**src/rtl/switch_latch_pkg.sv**
```systemverilog
// switch_latch_pkg
//   Shared constants and helpers for the switch latch bank.
//   POL_*            : handling of a set and a reset edge arriving in the same cycle
//   dwell_cnt_width  : bit width of the per-channel dwell down-counter
package switch_latch_pkg;

  localparam int POL_KEEP = 0;
  localparam int POL_SET  = 1;
  localparam int POL_RST  = 2;

  // The counter must hold HOLD_CYCLES. When HOLD_CYCLES is 0 the width
  // stays at 1 so the counter register is never zero-width.
  function automatic int dwell_cnt_width(input int hold_cycles);
    int w;
    w = $clog2(hold_cycles + 1);
    if (w < 1) w = 1;
    return w;
  endfunction

endpackage

```
**src/rtl/sync_edge_det.sv**
```systemverilog
// sync_edge_det
//   Brings one asynchronous line into the i_clk domain through a flop chain.
//   A history flop follows the chain and gives a one-cycle pulse on each
//   rising edge at the chain output.
//   i_clk   : clock
//   i_reset : asynchronous active-high reset, clears the chain and history
//   i_d     : asynchronous input line
//   o_rise  : one-cycle rising-edge pulse, synchronous to i_clk
module sync_edge_det
  import switch_latch_pkg::*;
#(
  parameter int SYNC_STAGES = 2
) (
  input  logic i_clk,
  input  logic i_reset,
  input  logic i_d,
  output logic o_rise
);

  logic [SYNC_STAGES-1:0] r_sync;
  logic                   r_hist;

  always_ff @(posedge i_clk or posedge i_reset) begin
    if (i_reset) begin
      r_sync <= '0;
      r_hist <= 1'b0;
    end else begin
      r_sync <= {r_sync[SYNC_STAGES-2:0], i_d};
      r_hist <= r_sync[SYNC_STAGES-1];
    end
  end

  assign o_rise = r_sync[SYNC_STAGES-1] & ~r_hist;

endmodule

```
**src/rtl/switch_latch_bank.sv**
```systemverilog
// switch_latch_bank
//   Bank of NUM_CH independent set/reset latches for the photonic switch
//   controls. Each channel has its own synchronised edge detectors, a dwell
//   timer that blocks further edges after a change, and status strobes.
//   clk     : system clock
//   reset   : asynchronous active-high reset
//   s_in    : asynchronous set lines, rising edge significant
//   r_in    : asynchronous reset lines, rising edge significant
//   clr     : synchronous per-channel force-to-0, overrides everything
//   out     : latched channel state
//   out_chg : one-cycle strobe in the cycle after out changed
//   busy    : channel is inside its dwell window
//   dropped : one-cycle strobe, an edge on this channel was discarded
module switch_latch_bank
  import switch_latch_pkg::*;
#(
  parameter int NUM_CH       = 4,
  parameter int SYNC_STAGES  = 2,
  parameter int HOLD_CYCLES  = 0,
  parameter int SIMUL_POLICY = 0
) (
  input  logic              clk,
  input  logic              reset,
  input  logic [NUM_CH-1:0] s_in,
  input  logic [NUM_CH-1:0] r_in,
  input  logic [NUM_CH-1:0] clr,
  output logic [NUM_CH-1:0] out,
  output logic [NUM_CH-1:0] out_chg,
  output logic [NUM_CH-1:0] busy,
  output logic [NUM_CH-1:0] dropped
);

  localparam int              CW      = dwell_cnt_width(HOLD_CYCLES);
  localparam int              AW      = $clog2(SYNC_STAGES + 2);
  localparam logic [CW-1:0]   HOLD_LD = CW'(HOLD_CYCLES);
  localparam logic [AW-1:0]   ARM_LD  = AW'(SYNC_STAGES + 1);

  // Shared arming timer. A line held high across reset release looks like a
  // rising edge once the chain fills; masking detection until the chain and
  // history flop have settled hides that false event.
  logic [AW-1:0] r_arm_cnt;
  logic          w_armed;

  always_ff @(posedge clk or posedge reset) begin
    if (reset) begin
      r_arm_cnt <= ARM_LD;
    end else if (r_arm_cnt != '0) begin
      r_arm_cnt <= r_arm_cnt - AW'(1);
    end
  end

  assign w_armed = (r_arm_cnt == '0);

  for (genvar g = 0; g < NUM_CH; g++) begin : g_ch
    logic          w_se_raw;
    logic          w_re_raw;
    logic          w_se;
    logic          w_re;
    logic          w_both;
    logic          w_set_win;
    logic          w_rst_win;
    logic          w_busy;
    logic          r_out;
    logic          r_chg;
    logic          r_drop;
    logic [CW-1:0] r_cnt;

    sync_edge_det #(.SYNC_STAGES(SYNC_STAGES)) u_set_det (
      .i_clk   (clk),
      .i_reset (reset),
      .i_d     (s_in[g]),
      .o_rise  (w_se_raw)
    );

    sync_edge_det #(.SYNC_STAGES(SYNC_STAGES)) u_rst_det (
      .i_clk   (clk),
      .i_reset (reset),
      .i_d     (r_in[g]),
      .o_rise  (w_re_raw)
    );

    assign w_se   = w_se_raw & w_armed;
    assign w_re   = w_re_raw & w_armed;
    assign w_busy = (r_cnt != '0);

    // Under the keep policy neither edge wins; the both-edges case is caught
    // ahead of the win terms in the update below.
    always_comb begin
      w_both    = w_se & w_re;
      w_set_win = w_se & (~w_re | (SIMUL_POLICY == POL_SET));
      w_rst_win = w_re & (~w_se | (SIMUL_POLICY == POL_RST));
    end

    always_ff @(posedge clk or posedge reset) begin
      if (reset) begin
        r_out  <= 1'b0;
        r_chg  <= 1'b0;
        r_drop <= 1'b0;
        r_cnt  <= '0;
      end else begin
        r_chg  <= 1'b0;
        r_drop <= 1'b0;
        if (clr[g]) begin
          // Edges coinciding with clr are swallowed without a drop strobe.
          r_out <= 1'b0;
          r_cnt <= '0;
          r_chg <= r_out;
        end else if (w_busy) begin
          r_cnt  <= r_cnt - CW'(1);
          r_drop <= w_se | w_re;
        end else if (w_both && (SIMUL_POLICY == POL_KEEP)) begin
          r_drop <= 1'b1;
        end else if (w_set_win && !r_out) begin
          r_out <= 1'b1;
          r_chg <= 1'b1;
          r_cnt <= HOLD_LD;
        end else if (w_rst_win && r_out) begin
          r_out <= 1'b0;
          r_chg <= 1'b1;
          r_cnt <= HOLD_LD;
        end
      end
    end

    assign out[g]     = r_out;
    assign out_chg[g] = r_chg;
    assign busy[g]    = w_busy;
    assign dropped[g] = r_drop;
  end

endmodule

```
**config.mk**
```make
export PLATFORM = sky130hd
export DESIGN_NAME = switch_latch_bank
export DESIGN_NICKNAME = d
export VERILOG_FILES = /design/src/rtl/switch_latch_pkg.sv /design/src/rtl/sync_edge_det.sv /design/src/rtl/switch_latch_bank.sv
export SDC_FILE = /design/constraint.sdc
export NUM_CORES = 1
export LEC_CHECK = 0
export BUFFER_PORTS_ARGS = -buffer_cell sky130_fd_sc_hd__buf_2
export CAP_MARGIN = 40
export CORE_UTILIZATION = 43
export CTS_CLUSTER_DIAMETER = 120
export DETAILED_ROUTE_END_ITERATION = 8
export PLACE_DENSITY = 0.65
export REMOVE_ABC_BUFFERS = 1
export SLEW_MARGIN = 20
export SYNTH_ARGS = -nofsm -noshare
export SYNTH_HDL_FRONTEND = slang
export SYNTH_SLANG_ARGS = --single-unit
```
**constraint.sdc**
```tcl
create_clock -name clk -period 2.2 [get_ports clk]
set_clock_uncertainty 0.2 [all_clocks]
set_input_delay 0.11 -clock clk [delete_from_list [all_inputs] [get_ports clk]]
set_output_delay 0.11 -clock clk [all_outputs]
set_load 0.05 [all_outputs]
```
==> flow_metrics.tcl, run 1 <==
set metrics [dict create \
    status "completed" \
    critPathKind "reg2reg" \
    synth.area.top_cells "dfrtp_1 (63%), buf_4 (9.0%), dfstp_2 (3.7%)" \
    vdd_ir_drop_max_uv 465 \
    start_kind "flip-flop" \
    wl_mm 2.01 \
    nets 155 \
    dp_worst_setup_slack_ns 0.336 \
    critPathLaunch "r_arm_cnt[0]" \
    drt_first_iter_violations 11 \
    dr.pass1.iters 3 \
    grt-ovfl-total 0 \
    ant_nets 0 \
    cts-buffers-inserted 5 \
    synthArstFlopShare 1.00 \
    clockRootBuffer "clkbuf_4" \
    cts_setup_buffers 0 \
    diodes 0 \
    clk_latency_ns 0.32 \
    ys_warn_count 0 \
    vias 841 \
    dr_wl_met2_mm 1.03 \
    met3_length_um 82 \
    ys_seq_elements 38 \
    start_util 0.458 \
    drc 0 \
    min-delay-start "g_ch[2].u_rst_det.r_sync[0]" \
    dp_cells 164 \
    synth-edff-count 0 \
    design_area_mm2 0.00170 \
    maxSlewHeadroom 0.641 \
    place_area_mm2 0.00149 \
    critical_path_arrival_ns 1.89 \
    path_buf_inv 1 \
    grt_pass1_vias 831 \
    clkSinkCount 38 \
    cap_violations 0 \
    p_leak_nw 0.804 \
    cts.path.max_buffers 2 \
    area_delta_synth_final_pct 19.6 \
    critPathMaxStageDelay_ns 0.56 \
    cts_tree "built" \
    die_area_mm2 0.00354 \
    avgRoutedWirePerCell_um 10.9 \
    gp_congestion 0.695 \
    path_cells "inv_1, ha_1, nand3b_1, o21bai_1, a32o_1" \
    netlist_instances 108 \
    antenna_found_initial 0 \
    io_pins 30 \
    holdWs_ns 0.157 \
    track_usage 0.141 \
    cts.clk_slew.worst_paths_ns 0.11 \
    syn-cell-area_mm2 0.00142 \
    synth.most_common_cell "dfrtp_1" \
    core_area_mm2 0.00310 \
    row_count 20 \
    ys_seq_area_frac 0.671 \
    rsz0062_at_grt "false" \
    viasPerCell 4.55 \
    synth_common_cells "dfrtp_1 (36), buf_4 (17), inv_1 (9), a31oi_1 (6), o21ai_0 (5)" \
    cts.repair.resized 0 \
    dp_hpwl_mm 1.36 \
    fin_crit_sh 0.849 \
    hold_viol 0 \
    end_kind "flip-flop" \
    finalSetupTns_ns 0 \
    worstPathRequired_ns 2.23 \
    cp_top_family "flip-flops" \
    final_cells 185 \
    drive_gt1_frac 0.255 \
    period_minus_slack_ns 1.87 \
    worst_slew_pin_slew_ns 0.538 \
    setup_viol 0 \
    die_w_um 59.5 \
    r2r-start "r_arm_cnt[0]" \
    h-tree-depth 2 \
    slew_violations 0 \
    grt_max_degree 39 \
    fp.dieH_um 59.5 \
    hold_class "reg2reg" \
    syn_area_per_cell_um2 13.2 \
    final_util 0.548 \
    max_freq_ghz 0.535 \
    power_density_mw_per_mm2 794 \
    fin_total_pwr_mw 1.35 \
    synth_top_area_frac 0.634 \
    cpMaxStageDelayCell "dfstp_2" \
    worst_slack_ns 0.332 \
    synthFlopType "dfrtp_1" \
    port_buffers 25 \
    drt-met1-wl_um 864 \
    synthDistinctLibCells 23 \
    top_layer "met4" \
    synth_top_cell_by_area "dfrtp_1" \
    grt_pass1_wl_mm 3.53 \
    cp_max_fo 17 \
    ff2ff_setup_slack_ns 0.33 \
]
==> kinds of logic (layout without fill, tap and decap cells) <==
group / count (synthesis) / count (layout) / share of synthesized area
buf+inv: 26 / 56 / 0.114
flops: 38 / 38 / 0.671
compound gates: 20 / 20 / 0.0942
simple gates: 21 / 21 / 0.104
fa+ha+maj: 1 / 1 / 0.00880
xor+xnor: 1 / 1 / 0.00616
other cells: 1 / 4 / 0.00264
==> layer usage <==
metal | vias to the layer above | GRT usage
met3 | 5 | 0.0502
met1 | 403 | 0.160
met4 | 0 | 0.0897
met2 | 19 | 0.226
met5 | - | 0
li1 | 414 | -
==> registers in the layout, summed over array words and instances, names as in the netlist <==
signal	flops
g_ch.u_set_det.r_hist	4
g_ch.u_set_det.r_sync	8
g_ch.r_chg	4
g_ch.u_rst_det.r_sync	8
r_arm_cnt	2
g_ch.r_out	4
g_ch.u_rst_det.r_hist	4
g_ch.r_drop	4
==> power by group <==
group	switching [mW]	leakage [nW]	internal, mW
logic	0.101	0.296	0.0511
registers	0.0173	0.462	0.732
clock network	0.213	0.0450	0.235
total	0.331	0.804	1.02
==> repair_timing <==
item                                    in CTS  in global routing
endpoints found under the setup margin       0                  0
hold buffers                                13                  0
endpoints found under the hold margin       57                  0
==> final cells by class <==
type,instances,area (um2)
clock buffers,5,37.5
fillers,283,1400
multi-input cells,47,318
repair buffers,39,263
clock inverters,3,40.0
well taps,44,55.1
flip-flops and latches,38,953
inverters,9,33.8
==> cell usage in the layout (no fill, tap or decap) <==
cell type      instances
dfrtp_1               36
buf_4                  1
nor2b_1                3
nor3b_1                4
ha_1                   1
a21oi_1                1
buf_2                 25
dfstp_2                2
clkbuf_4               5
and3b_1                1
conb_1                 4
nand3b_1               1
a31oi_1                6
nand4bb_1              3
xnor2_1                1
nand2_1                2
o21bai_1               1
nand2b_1               3
dlygate4sd3_1         13
a211o_1                3
nor2_1                 1
bufinv_16              1
or3_1                  3
clkinv_2               2
inv_1                  9
o21ai_0                5
o31ai_1                3
a32o_1                 1
==> final timing paths <==
path                                               endpoint  cells after the start
worst min-delay path            g_ch[2].u_rst_det.r_sync[1]                      0
min in group asynchronous       g_ch[2].u_rst_det.r_sync[0]                      4
worst max-delay path                          g_ch[0].r_chg                      5
max in group asynchronous                      r_arm_cnt[0]                      4
worst min register to register  g_ch[2].u_rst_det.r_sync[1]                      0
worst max register to register                g_ch[0].r_chg                      5
No activity file was read; power rests on OpenSTA's default activity.
==> run 2, diff against run 1 <==
ABC_AREA = 1   (was default)
clock period = 1.8 ns   (was 2.2 ns; I/O delays follow)
==> flow_metrics.tcl, run 2 <==
set metrics [dict create \
    status "completed" \
    grt_pass1_vias 809 \
    start_util 0.458 \
    power.net_switching_uw 384 \
    netlist_instances 126 \
    track_usage 0.132 \
    cts_setup_buffers 0 \
    syn_area_per_cell_um2 11.2 \
    port_buffers 25 \
    avgRoutedWirePerCell_um 9.54 \
    grt_pass1_wl_mm 3.20 \
    p_leak_nw 0.875 \
    dp_worst_setup_slack_ns 0.133 \
    area_delta_synth_final_pct 17.7 \
    fill_cells 279 \
    seq_power_share 0.613 \
    cts-buffers-inserted 5 \
    synth_common_cells "dfrtp_1 (36), nand2_1 (25), nor2_1 (17), buf_4 (16), inv_1 (14)" \
    dp_hpwl_mm 1.26 \
    ys_warn_count 0 \
    hold_class "reg2reg" \
    synth.area.top_cells "dfrtp_1 (64%), buf_4 (8.5%), nand2_1 (6.7%)" \
    io_pins 30 \
    critPathMostFrequentCell "nor2_1" \
    clkSinkCount 38 \
    start_kind "flip-flop" \
    period_minus_slack_ns 1.57 \
    worstPathRequired_ns 1.87 \
    grt_max_degree 39 \
    critPathMaxStageDelay_ns 0.55 \
    die_area_mm2 0.00351 \
    fin_total_pwr_mw 1.49 \
    row_count 20 \
    rsz0062_at_grt "false" \
    critical_path_arrival_ns 1.64 \
    fin_crit_sh 0.870 \
    power_density_mw_per_mm2 898 \
    nets 173 \
    vdd_ir_drop_max_uv 623 \
    p_comb_frac 0.117 \
    gp_congestion 0.690 \
    p_clk_frac 0.269 \
    antenna_found_initial 0 \
    setup_viol 0 \
    synth_top_cell_by_area "dfrtp_1" \
    wl_mm 1.94 \
    p_int_mw 1.10 \
    cp_max_fo 11 \
    final_cells 203 \
    hold_viol 0 \
    worst_slack_ns 0.234 \
    cap_violations 0 \
    ys_seq_area_frac 0.677 \
    clk_latency_ns 0.33 \
    viasPerCell 4.33 \
    cts_tree "built" \
    slew_violations 0 \
    max_freq_ghz 0.639 \
    reg.largest.list "g_ch.u_rst_det.r_sync: 8 flops, g_ch.u_set_det.r_sync: 8 flops" \
    h-tree-depth 2 \
    fp.dieH_um 59.2 \
    critPathKind "reg2reg" \
    synthFlopType "dfrtp_1" \
    path_cells "inv_1, ha_2, nand2_1, nor2_1, nor2_1, nor2_1, nor2_1" \
    ant_nets 0 \
    end_kind "flip-flop" \
    die_w_um 59.2 \
    cts.path.max_buffers 2 \
    clockRootBuffer "clkbuf_4" \
    core_area_mm2 0.00308 \
    cts.clk_slew.worst_paths_ns 0.10 \
    dr.pass1.iters 4 \
    synthArstFlopShare 1.00 \
    synthDistinctLibCells 14 \
    dp_cells 182 \
    ys_seq_elements 38 \
    holdWs_ns 0.156 \
    drc 0 \
    drive_gt1_frac 0.258 \
    vias 878 \
    finalSetupTns_ns 0 \
    synth-edff-count 0 \
    cpMaxStageDelayCell "dfstp_2" \
    diodes 0 \
    drt_first_iter_violations 28 \
    netSwitchingFraction 0.258 \
    layout_commonest_cell "dfrtp_1" \
    synth_top_area_frac 0.639 \
    layout_common_cells "dfrtp_1 (36), nand2_1 (25), buf_2 (25), nor2_1 (17), inv_1 (14)" \
    syn-cell-area_mm2 0.00141 \
    grt-ovfl-total 0 \
    synth.most_common_cell "dfrtp_1" \
]
==> run 2: routing by layer <==
metal  track usage  share of wire  wire length [um]  vias up
met5             0              0                 0        -
met4         0.102          0.014                28        0
met3        0.0480          0.040                78        4
met2         0.217           0.55              1060       23
met1         0.136           0.40               767      427
li1              -              -                 -      424
==> run 2: per-stage QoR <==
step | utilization | instance area (um2)
after global routing | 0.539 | 1660
after CTS | 0.538 | 1660
after floorplan | - | 1290
final | 0.539 | 1660
after detailed placement | 0.480 | 1480
after global placement | 0.480 | 1480
==> run 2: layout make-up <==
| type | instances | area, um2 | share of cell area |
|---|---|---|---|
| flip-flops and latches | 38 | 953 | 0.575 |
| well taps | 44 | 55.1 | 0.0332 |
| repair buffers | 39 | 263 | 0.158 |
| multi-input cells | 60 | 285 | 0.172 |
| clock buffers | 8 | 48.8 | 0.0294 |
| inverters | 14 | 52.6 | 0.0317 |
==> run 2: kinds of logic (layout without fill, tap and decap cells) <==
kind of cell,count (synthesis),count (layout),share of synthesized area
simple gates,53,53,0.171
flops,38,38,0.677
buf+inv,31,61,0.131
fa+ha+maj,1,1,0.00888
other cells,1,4,0.00266
compound gates,1,1,0.00355
xor+xnor,1,1,0.00622
==> run 2: critical path, delay by kind of cell, from the launching register on <==
family / cells / cell delay [ns]
DFF: 1 / 0.55
adders and majority gates: 1 / 0.26
buffers and inverters: 1 / 0.04
and+or+nand+nor: 5 / 0.44
==> run 2: worst paths after layout <==
check	cells past startpoint	startpoint	end	slack, ns
worst max-delay path	7	r_arm_cnt[0]	g_ch[0].r_out	0.23
worst min-delay path	0	g_ch[1].u_rst_det.r_sync[0]	g_ch[1].u_rst_det.r_sync[1]	0.16
worst max register to register	7	r_arm_cnt[0]	g_ch[0].r_out	0.23
worst min register to register	0	g_ch[1].u_rst_det.r_sync[0]	g_ch[1].u_rst_det.r_sync[1]	0.16
max in group asynchronous	4	reset	r_arm_cnt[1]	0.85
min in group asynchronous	4	reset	g_ch[2].u_rst_det.r_hist	0.21
==> run 2: power by group through the flow <==
stage / clock, mW / combinational [mW] / sequential (mW)
5_1_grt: 0.460 / 0.192 / 0.918
4_1_cts: 0.426 / 0.177 / 0.914
3_5_place_dp: 0 / 0.155 / 0.930
3_3_place_gp: 0 / 0.151 / 0.927
2_1_floorplan: 0 / 0.0682 / 0.971
6_report: 0.401 / 0.175 / 0.912
==> run 2: repair_timing <==
action,4_1_cts,5_1_grt
hold endpoints to repair,58,0
hold buffers,13,0
endpoints found under the setup margin,0,6
gates resized for setup,0,1
